**config.mk**
```make
export PLATFORM = sky130hd
export DESIGN_NAME = data_mem_responder
export DESIGN_NICKNAME = d
export VERILOG_FILES = /design/src/rtl/data_mem_responder.sv
export SDC_FILE = /design/constraint.sdc
export NUM_CORES = 2
export LEC_CHECK = 0
export ABC_AREA = 0
export BUFFER_PORTS_ARGS = -buffer_cell sky130_fd_sc_hd__buf_2
export CORE_UTILIZATION = 35
export DETAILED_ROUTE_END_ITERATION = 8
export PLACE_DENSITY_LB_ADDON = 0.25
export SLEW_MARGIN = 20
export SYNTH_ARGS = -nofsm -noshare
export SYNTH_HDL_FRONTEND = slang
export SYNTH_SLANG_ARGS = --single-unit
```
**constraint.sdc**
```tcl
create_clock -name clk -period 21.3 [get_ports clk]
set_input_delay 3.195 -clock clk [delete_from_list [all_inputs] [get_ports clk]]
set_output_delay 3.195 -clock clk [all_outputs]
set_load 0.01 [all_outputs]
```
**src/rtl/data_mem_responder.sv**
```systemverilog
// Multi-channel data-memory responder: single-port array, round-robin arbitration,
// per-requester IDLE/LAT/RESP handshake FSMs and a host backdoor port.
module data_mem_responder #(
    parameter int ADDR_BITS    = 8,
    parameter int DATA_BITS    = 8,
    parameter int NUM_CHANNELS = 4,
    parameter int LATENCY      = 1
) (
    input  logic                 clk,
    input  logic                 reset,

    input  logic [NUM_CHANNELS-1:0] data_mem_read_valid,
    input  logic [ADDR_BITS-1:0]    data_mem_read_address [NUM_CHANNELS],
    output logic [NUM_CHANNELS-1:0] data_mem_read_ready,
    output logic [DATA_BITS-1:0]    data_mem_read_data [NUM_CHANNELS],

    input  logic [NUM_CHANNELS-1:0] data_mem_write_valid,
    input  logic [ADDR_BITS-1:0]    data_mem_write_address [NUM_CHANNELS],
    input  logic [DATA_BITS-1:0]    data_mem_write_data [NUM_CHANNELS],
    output logic [NUM_CHANNELS-1:0] data_mem_write_ready,

    input  logic                 host_write_enable,
    input  logic [ADDR_BITS-1:0] host_address,
    input  logic [DATA_BITS-1:0] host_write_data,
    output logic [DATA_BITS-1:0] host_read_data
);

    localparam int REQ   = 2 * NUM_CHANNELS;
    localparam int PW    = (REQ > 1) ? $clog2(REQ) : 1;
    localparam int DEPTH = 2 ** ADDR_BITS;
    localparam logic [3:0] LAT_INIT = 4'(LATENCY - 1);

    typedef enum logic [1:0] {
        IDLE = 2'd0,
        LAT  = 2'd1,
        RESP = 2'd2
    } state_t;

    state_t          state_q [REQ];
    state_t          state_d [REQ];
    logic [3:0]      cnt_q   [REQ];
    logic [3:0]      cnt_d   [REQ];
    logic [PW-1:0]   ptr_q;
    logic [PW-1:0]   ptr_d;

    logic [REQ-1:0]  req_valid;
    logic [REQ-1:0]  eligible;
    logic [REQ-1:0]  grant;
    logic            granted;
    logic [PW-1:0]   idx;

    logic                 acc_we;
    logic [ADDR_BITS-1:0] acc_addr;
    logic [DATA_BITS-1:0] acc_wdata;
    logic [DATA_BITS-1:0] mem_rdata;

    logic [DATA_BITS-1:0] mem     [DEPTH];
    logic [DATA_BITS-1:0] rdata_q [NUM_CHANNELS];

    // Index order: reads first, then writes
    assign req_valid = {data_mem_write_valid, data_mem_read_valid};

    always_comb begin
        for (int i = 0; i < REQ; i++) begin
            eligible[i] = req_valid[i] && (state_q[i] == IDLE);
        end
    end

    // Host writes and reset both block arbitration for the edge
    always_comb begin
        grant   = '0;
        granted = 1'b0;
        ptr_d   = ptr_q;
        idx     = '0;
        if (!reset && !host_write_enable) begin
            for (int k = 0; k < REQ; k++) begin
                idx = PW'((int'(ptr_q) + k) % REQ);
                if (!granted && eligible[idx]) begin
                    grant[idx] = 1'b1;
                    granted    = 1'b1;
                    ptr_d      = (int'(idx) == REQ - 1) ? '0 : idx + 1'b1;
                end
            end
        end
    end

    always_comb begin
        acc_we    = host_write_enable;
        acc_addr  = host_address;
        acc_wdata = host_write_data;
        for (int i = 0; i < NUM_CHANNELS; i++) begin
            if (grant[i]) begin
                acc_addr = data_mem_read_address[i];
            end
            if (grant[NUM_CHANNELS + i]) begin
                acc_we    = 1'b1;
                acc_addr  = data_mem_write_address[i];
                acc_wdata = data_mem_write_data[i];
            end
        end
    end

    // Single shared access port; contents survive reset
    assign mem_rdata      = mem[acc_addr];
    assign host_read_data = mem[host_address];

    always_ff @(posedge clk) begin
        if (acc_we) begin
            mem[acc_addr] <= acc_wdata;
        end
    end

    always_comb begin
        for (int i = 0; i < REQ; i++) begin
            state_d[i] = state_q[i];
            cnt_d[i]   = cnt_q[i];
            unique case (state_q[i])
                IDLE: begin
                    if (grant[i]) begin
                        if (LATENCY > 1) begin
                            state_d[i] = LAT;
                            cnt_d[i]   = LAT_INIT;
                        end else begin
                            state_d[i] = RESP;
                        end
                    end
                end
                LAT: begin
                    if (cnt_q[i] <= 4'd1) begin
                        state_d[i] = RESP;
                        cnt_d[i]   = 4'd0;
                    end else begin
                        cnt_d[i] = cnt_q[i] - 4'd1;
                    end
                end
                RESP: begin
                    state_d[i] = IDLE;
                end
                default: begin
                    state_d[i] = IDLE;
                    cnt_d[i]   = 4'd0;
                end
            endcase
        end
    end

    always_ff @(posedge clk) begin
        if (reset) begin
            ptr_q <= '0;
            for (int i = 0; i < REQ; i++) begin
                state_q[i] <= IDLE;
                cnt_q[i]   <= 4'd0;
            end
        end else begin
            ptr_q <= ptr_d;
            for (int i = 0; i < REQ; i++) begin
                state_q[i] <= state_d[i];
                cnt_q[i]   <= cnt_d[i];
            end
        end
    end

    always_ff @(posedge clk) begin
        if (reset) begin
            for (int i = 0; i < NUM_CHANNELS; i++) begin
                rdata_q[i] <= '0;
            end
        end else begin
            for (int i = 0; i < NUM_CHANNELS; i++) begin
                if (grant[i]) begin
                    rdata_q[i] <= mem_rdata;
                end
            end
        end
    end

    always_comb begin
        for (int i = 0; i < NUM_CHANNELS; i++) begin
            data_mem_read_ready[i]  = (state_q[i] == RESP);
            data_mem_write_ready[i] = (state_q[NUM_CHANNELS + i] == RESP);
            data_mem_read_data[i]   = rdata_q[i];
        end
    end

endmodule

```
# Word-level counts from Yosys, hierarchy flattened
# Memory sizes are Yosys's and may differ from the RTL's.
# Cells that the tools add are included.
[word_totals]
register_bits = 3
latch_bits = 0
ramBits = 2128
rom_bits = 0
inputBits = 123
out_inout_bits = 48
word_cells = 325
n_memories = 4
[memory_table]
columns = ["memory", "words", "word_bits", "read_ports", "rd_ports_with_merged_regs", "write_ports", "line_no", "text"]
rows = [
  ["mem", 256, 8, 2, 0, 1, "57", "logic [DATA_BITS-1:0] mem [DEPTH];"],
  ["cnt_q", 8, 4, 8, 0, 8, "41", "logic [3:0] cnt_q [REQ];"],
  ["rdata_q", 4, 8, 4, 0, 4, "58", "logic [DATA_BITS-1:0] rdata_q [NUM_CHANNELS];"],
  ["state_q", 8, 2, 8, 0, 8, "39", "state_t state_q [REQ];"],
]
[classes]
n_addsub = 23
n_mul = 0
div = 0
order_cmp = 24
n_eq_ne = 24
n_shift = 0
muxes = 171
bitwise = 27
n_reduce_logical = 51
[op_table]
columns = ["cell", "count"]
rows = [
  ["8-bit two-way mux", 32],
  ["4-bit two-way mux", 16],
  ["4-bit case mux with 2 select lines", 8],
  ["8-bit bitwise OR", 7],
  ["1-bit two-way mux", 51],
  ["2-bit two-way mux", 24],
  ["3-bit two-way mux", 16],
  ["4-bit by 1-bit less-or-equal comparator with 1-bit output (second input constant)", 8],
  ["3-bit by 4-bit less-than comparator with 1-bit output (second input constant)", 8],
  ["2-bit case mux with 2 select lines", 8],
  ["4-bit by 1-bit subtractor with 4-bit output (second input constant)", 8],
  ["3-bit by 1-bit adder with 3-bit output (second input constant)", 9],
  ["1-bit binary-select mux with 3-bit select", 8],
  ["1-bit demux with 3-bit select", 8],
  ["3-bit by 1-bit == test with 1-bit output (second input constant)", 8],
  ["3-bit by 1-bit >= comparator with 1-bit output (second input constant)", 8],
  ["1-bit logical AND", 24],
  ["1-bit bitwise OR", 20],
  ["2-bit by 1-bit == test with 1-bit output (second input constant)", 8],
  ["2-bit == test (second input constant)", 8],
  ["2-bit logical NOT", 8],
  ["2-bit OR reduction", 8],
  ["3-bit adder (second input constant)", 4],
  ["1-bit logical NOT", 9],
  ["other kinds (3)", 4],
]

# Longest topological paths before layout
# An unclocked memory read counts as a cell.
[depth]
word_depth = 44
depth_mapped = 27

# Worst setup path after synthesis
# Ideal clock, no wire load.
[synth_timing]
path_kind = "input to register"
from = "input port data_mem_write_valid[3]"
to = "memory mem[0][6], data pin"
setup_ns = 2.238
arrival_ns = 16.052
required_time_ns = 19.062
path_slack_ns = 3.011
stages = 11
n_path_buf = 2
path_cell_list = "nor2b_1 mux4_2 mux2_2 nor4_4 buf_2 a32o_1 nor3_1 a21oi_1 clkbuf_1 a211oi_1 o31ai_1"
[synth_via]
elab_chain_cells = 37
[synth_lines]
columns = ["item", "line_no", "text"]
rows = [
  ["from (decl)", "17", "input logic [NUM_CHANNELS-1:0] data_mem_write_valid,"],
  ["1-bit logical AND (*)", "65", "eligible[i] = req_valid[i] && (state_q[i] == IDLE);"],
  ["1-bit binary-select mux with 3-bit select", "78", "if (!granted && eligible[idx]) begin"],
  ["1-bit two-way mux (implied by the code)", "78", ""],
  ["1-bit two-way mux", "78", ""],
  ["1-bit two-way mux", "75", "if (!reset && !host_write_enable) begin"],
  ["1-bit logical NOT", "78", ""],
  ["1-bit logical AND", "78", ""],
  ["1-bit two-way mux", "78", ""],
  ["(+20 left out)", "n/a", ""],
  ["1-bit two-way mux", "75", ""],
  ["1-bit logical NOT", "78", ""],
  ["1-bit logical AND", "78", ""],
  ["8-bit two-way mux (*)", "78", ""],
  ["8-bit two-way mux (*)", "75", ""],
  ["8-bit two-way mux (3 in series)", "95", "if (grant[NUM_CHANNELS + i]) begin"],
  ["8-bit two-way mux (*)", "95", ""],
  ["net acc_wdata[6]", "54", "logic [DATA_BITS-1:0] acc_wdata;"],
  ["to (decl)", "57", ""],
]
# Mark *: on every way through the listed nets, which the timed path passes. The rest lies on a longest branch. The select of a mux whose other input is x is not followed.

# Worst setup path after layout
[layout_timing]
from = "input port host_address[0]"
to = "output port host_read_data[1]"
[layout_via]
elab_chain_cells = 1
[layout_lines]
columns = ["item", "line_no", "text"]
rows = [
  ["from (decl)", "23", "input logic [ADDR_BITS-1:0] host_address,"],
  ["memory read 256 x 8 bit", "n/a", ""],
  ["to (decl)", "25", "output logic [DATA_BITS-1:0] host_read_data"],
]
# Every way passes these cells.

==> run_results.csv <==
group,metric,value,unit
status,status,"finished, final reports clean",
critical_path,critical_path_arrival,9.08,ns
worst_hold_path,min_path_type,"reg -> reg",
timing,worst_slack,9.026,ns
global_routing,maximum_number_of_pins_on_one_net_before_global_route_repair,187,
detailed_routing,antenna_left,0,
clocking,post_cts.resized_instances,0,
die,floorplan.initialDensity,0.3528,
clocking,post_cts_buffers,0,
synthesis,mappedNetlistNets,6979,
global_routing,grtUsageTotal,0.3012,
synthesis,synth_seq_area_share,0.6088,
detailed_routing,wire_per_inst,40.97,µm
detailed_routing,drt-initial-drc-count,13580,
synthesis,synth.most_common_cell,"edfxtp_1",
global_routing,grt_antenna_before_repair,47,
timing,rel_slew_slack,0.08409,
synthesis,synth_top_cell_by_area,"edfxtp_1",
synthesis,ys.flop_type,"edfxtp_1",
power_and_ir_drop,total_power,20.26,mW
timing,grt_setup_unrepaired,"no",
synthesis,synth-seq-cells,2091,
critical_path,worstSetupEndpointType,"output pin",
power_and_ir_drop,ir_worst_vdd,236.9,µV
layout,area_delta_synth_final,13.39,%
critical_path,critical_path.startpoint,"host_address[0]",
timing,final_report_max_slew_violation_count,0,
synthesis,syn_avg_cell_area,15.06,µm²
die,fp.dieH,544.4,µm
clocking,cts.hold.buffers_added,0,
critical_path,setup.worst_path.class,"in -> out",
place,globalplace.congestion,1.002,
clocking,tritoncts,"yes",
die,row_count,198,
clocking,cts_inserted_buffers,224,
detailed_routing,drt_wl_total,455400,µm
global_routing,grt_pass1_vias,69640,
timing,max_clock_freq,81.48,MHz
timing,finClkSkew,0.05559,ns
timing,final.min_clock_period,12.27,ns
critical_path,required,18.11,ns
clocking,ctsHtreeMaxLevel,4,
die,die-area,296400,µm²
synthesis,synth-edff-count,2080,
worst_hold_path,min_from,"state_q[0][15]$_SDFFE_PP0P_",
critical_path,timing.critical_path.from_type,"primary input",
layout,final_net_count,7115,
timing,fin_worst_hold_slack,0.4744,ns
synthesis,synth_top_area_share,0.6066,
die,boundaryPins,171,
timing,setup_tns,0,ns
detailed_routing,post-route-drc-count,0,
timing,timing.final.crit_share,0.5762,
clocking,cts.reportedPaths.clkPinSlew,0.06,ns
critical_path,rr_startpoint,"ptr_q[0]$_SDFFE_PP0P_",
power_and_ir_drop,p_leak,37.84,nW
synthesis,post_synth_most_frequent_cells,"edfxtp_1 (2080), nand2_1 (752), mux4_2 (707), mux2i_1 (446), nor2_1 (343)",
clocking,cts_max_path_buffers,3,
critical_path,worst-path-max-fanout,56,
detailed_routing,dr_total_vias,74580,
detailed_routing,vias_per_cell,6.710,
synthesis,yosys_warnings,0,
place,preCtsSetupSlack,8.635,ns
timing,finalSetupViolations,0,
timing,worstMarginPinSlew,1.374,ns
clocking,clock_insertion_delay_worst_skew,0.94,ns
layout,drive_gt1_frac,0.2399,
die,die_boundary_width,544.4,µm
run,max_cap_violations,0,
clocking,number_of_sinks_on_the_clock_net,2091,
die,coreArea,291800,µm²
synthesis,synth_top_cells_by_area,"edfxtp_1 (61%), mux4_2 (15%), mux2i_1 (4.3%), nand2_1 (2.7%), nor2_1 (1.3%)",
synthesis,synth_cell_types,104,
timing,timing.final.hold_violations,0,
power_and_ir_drop,power_density,173.6,nW/µm²
synthesis,postSynthCellCount,6838,
global_routing,first_pass_grt_wire_length,608900,µm
synthesis,synthesis.area,103000,µm²
synthesis,synth_async_sr_flop_share,0,
global_routing,globalRoute.totalOverflow,0,
clocking,cts-root-buf,"clkbuf_16",
detailed_routing,detailedRoute.firstPassIterationCount,8,
place,port-buffer-count,170,
place,dp_hpwl,294600,µm
-- cells by family after synthesis --
family                   after synthesis  synth area share
flip-flops                          2091            0.6088
adder cells (fa/ha/maj)               18          0.002187
multiplexers                        1168            0.1999
AND/OR/NAND/NOR                     1680           0.07425
buffers and inverters                620           0.02840
AO/OA/AOI/OAI                       1261           0.08647
-- registers in the layout (all words and copies together) (netlist names) --
name	count
mem	2048
ptr_q	3
rdata_q	32
state_q	8
-- final timing paths --
kind | cells past startpoint | slack, ns | end
setup / recovery | 9 | 9.03 | host_read_data[1]
hold / removal | 1 | 0.47 | state_q[0][15]$_SDFFE_PP0P_
setup reg to reg | 23 | 10.50 | rdata_q[3][2]$_SDFFCE_PN0P_
hold reg to reg | 1 | 0.47 | state_q[0][15]$_SDFFE_PP0P_
-- where the power goes --
part	leakage, nW	total [mW]	switching (mW)	internal [mW]
clock	3.58	3.96	1.76	2.20
combinational	15.4	10.9	8.34	2.54
sequential	18.8	5.43	0.0653	5.36
-- metal layers --
metal | wire length (µm) | GRT usage | vias up
li1 | - | - | 28320
met3 | 67780 | 0.1122 | 1174
met4 | 31330 | 0.1788 | 22
met5 | 138 | 0 | -
met2 | 190600 | 0.4262 | 6474
met1 | 165500 | 0.3926 | 38600
-- through the flow --
step	utilization	cells	cell area, µm²
floorplan	-	6838	103000
global placement	0.3740	10640	109100
detailed placement	0.3746	10650	109300
CTS	0.3995	11070	116600
global route	0.3998	11090	116700
finish	0.4001	11120	116700
-- worst max-delay path, cell delays in order --
cell and delay (ns):
buf_8 0.47, buf_4 0.86, buf_4 0.75, buf_4 0.80
mux4_2 0.59, mux4_2 0.56, mux4_2 0.70, mux4_2 0.62
buf_2 0.19
-- area by class of cell --
type	instances	area, µm²
fill	26740	175100
sequential	2091	62680
multi-input combinational	4127	38130
clock buffer	263	5794
tap	3900	4880
timing repair buffer	483	3501
clock inverter	160	1475
inverter	47	178.9
antenna	44	110.1
-- cells in the final DEF, fill, tap and decap left out, types with 45 or more instances in the layout --
cell,instances
edfxtp_1,2080
nand2_1,745
mux4_2,707
mux2i_1,446
nor2_1,295
buf_4,291
clkbuf_16,226
a21oi_1,209
nand3_1,187
o22ai_1,176
buf_2,165
a211oi_1,150
and3_1,142
o21ai_0,127
a31oi_1,85
clkinv_2,60
nor3_1,57
clkinv_1,56
a21boi_0,49
nor2_2,47
inv_1,45
Power figures use the tool's default switching activity.
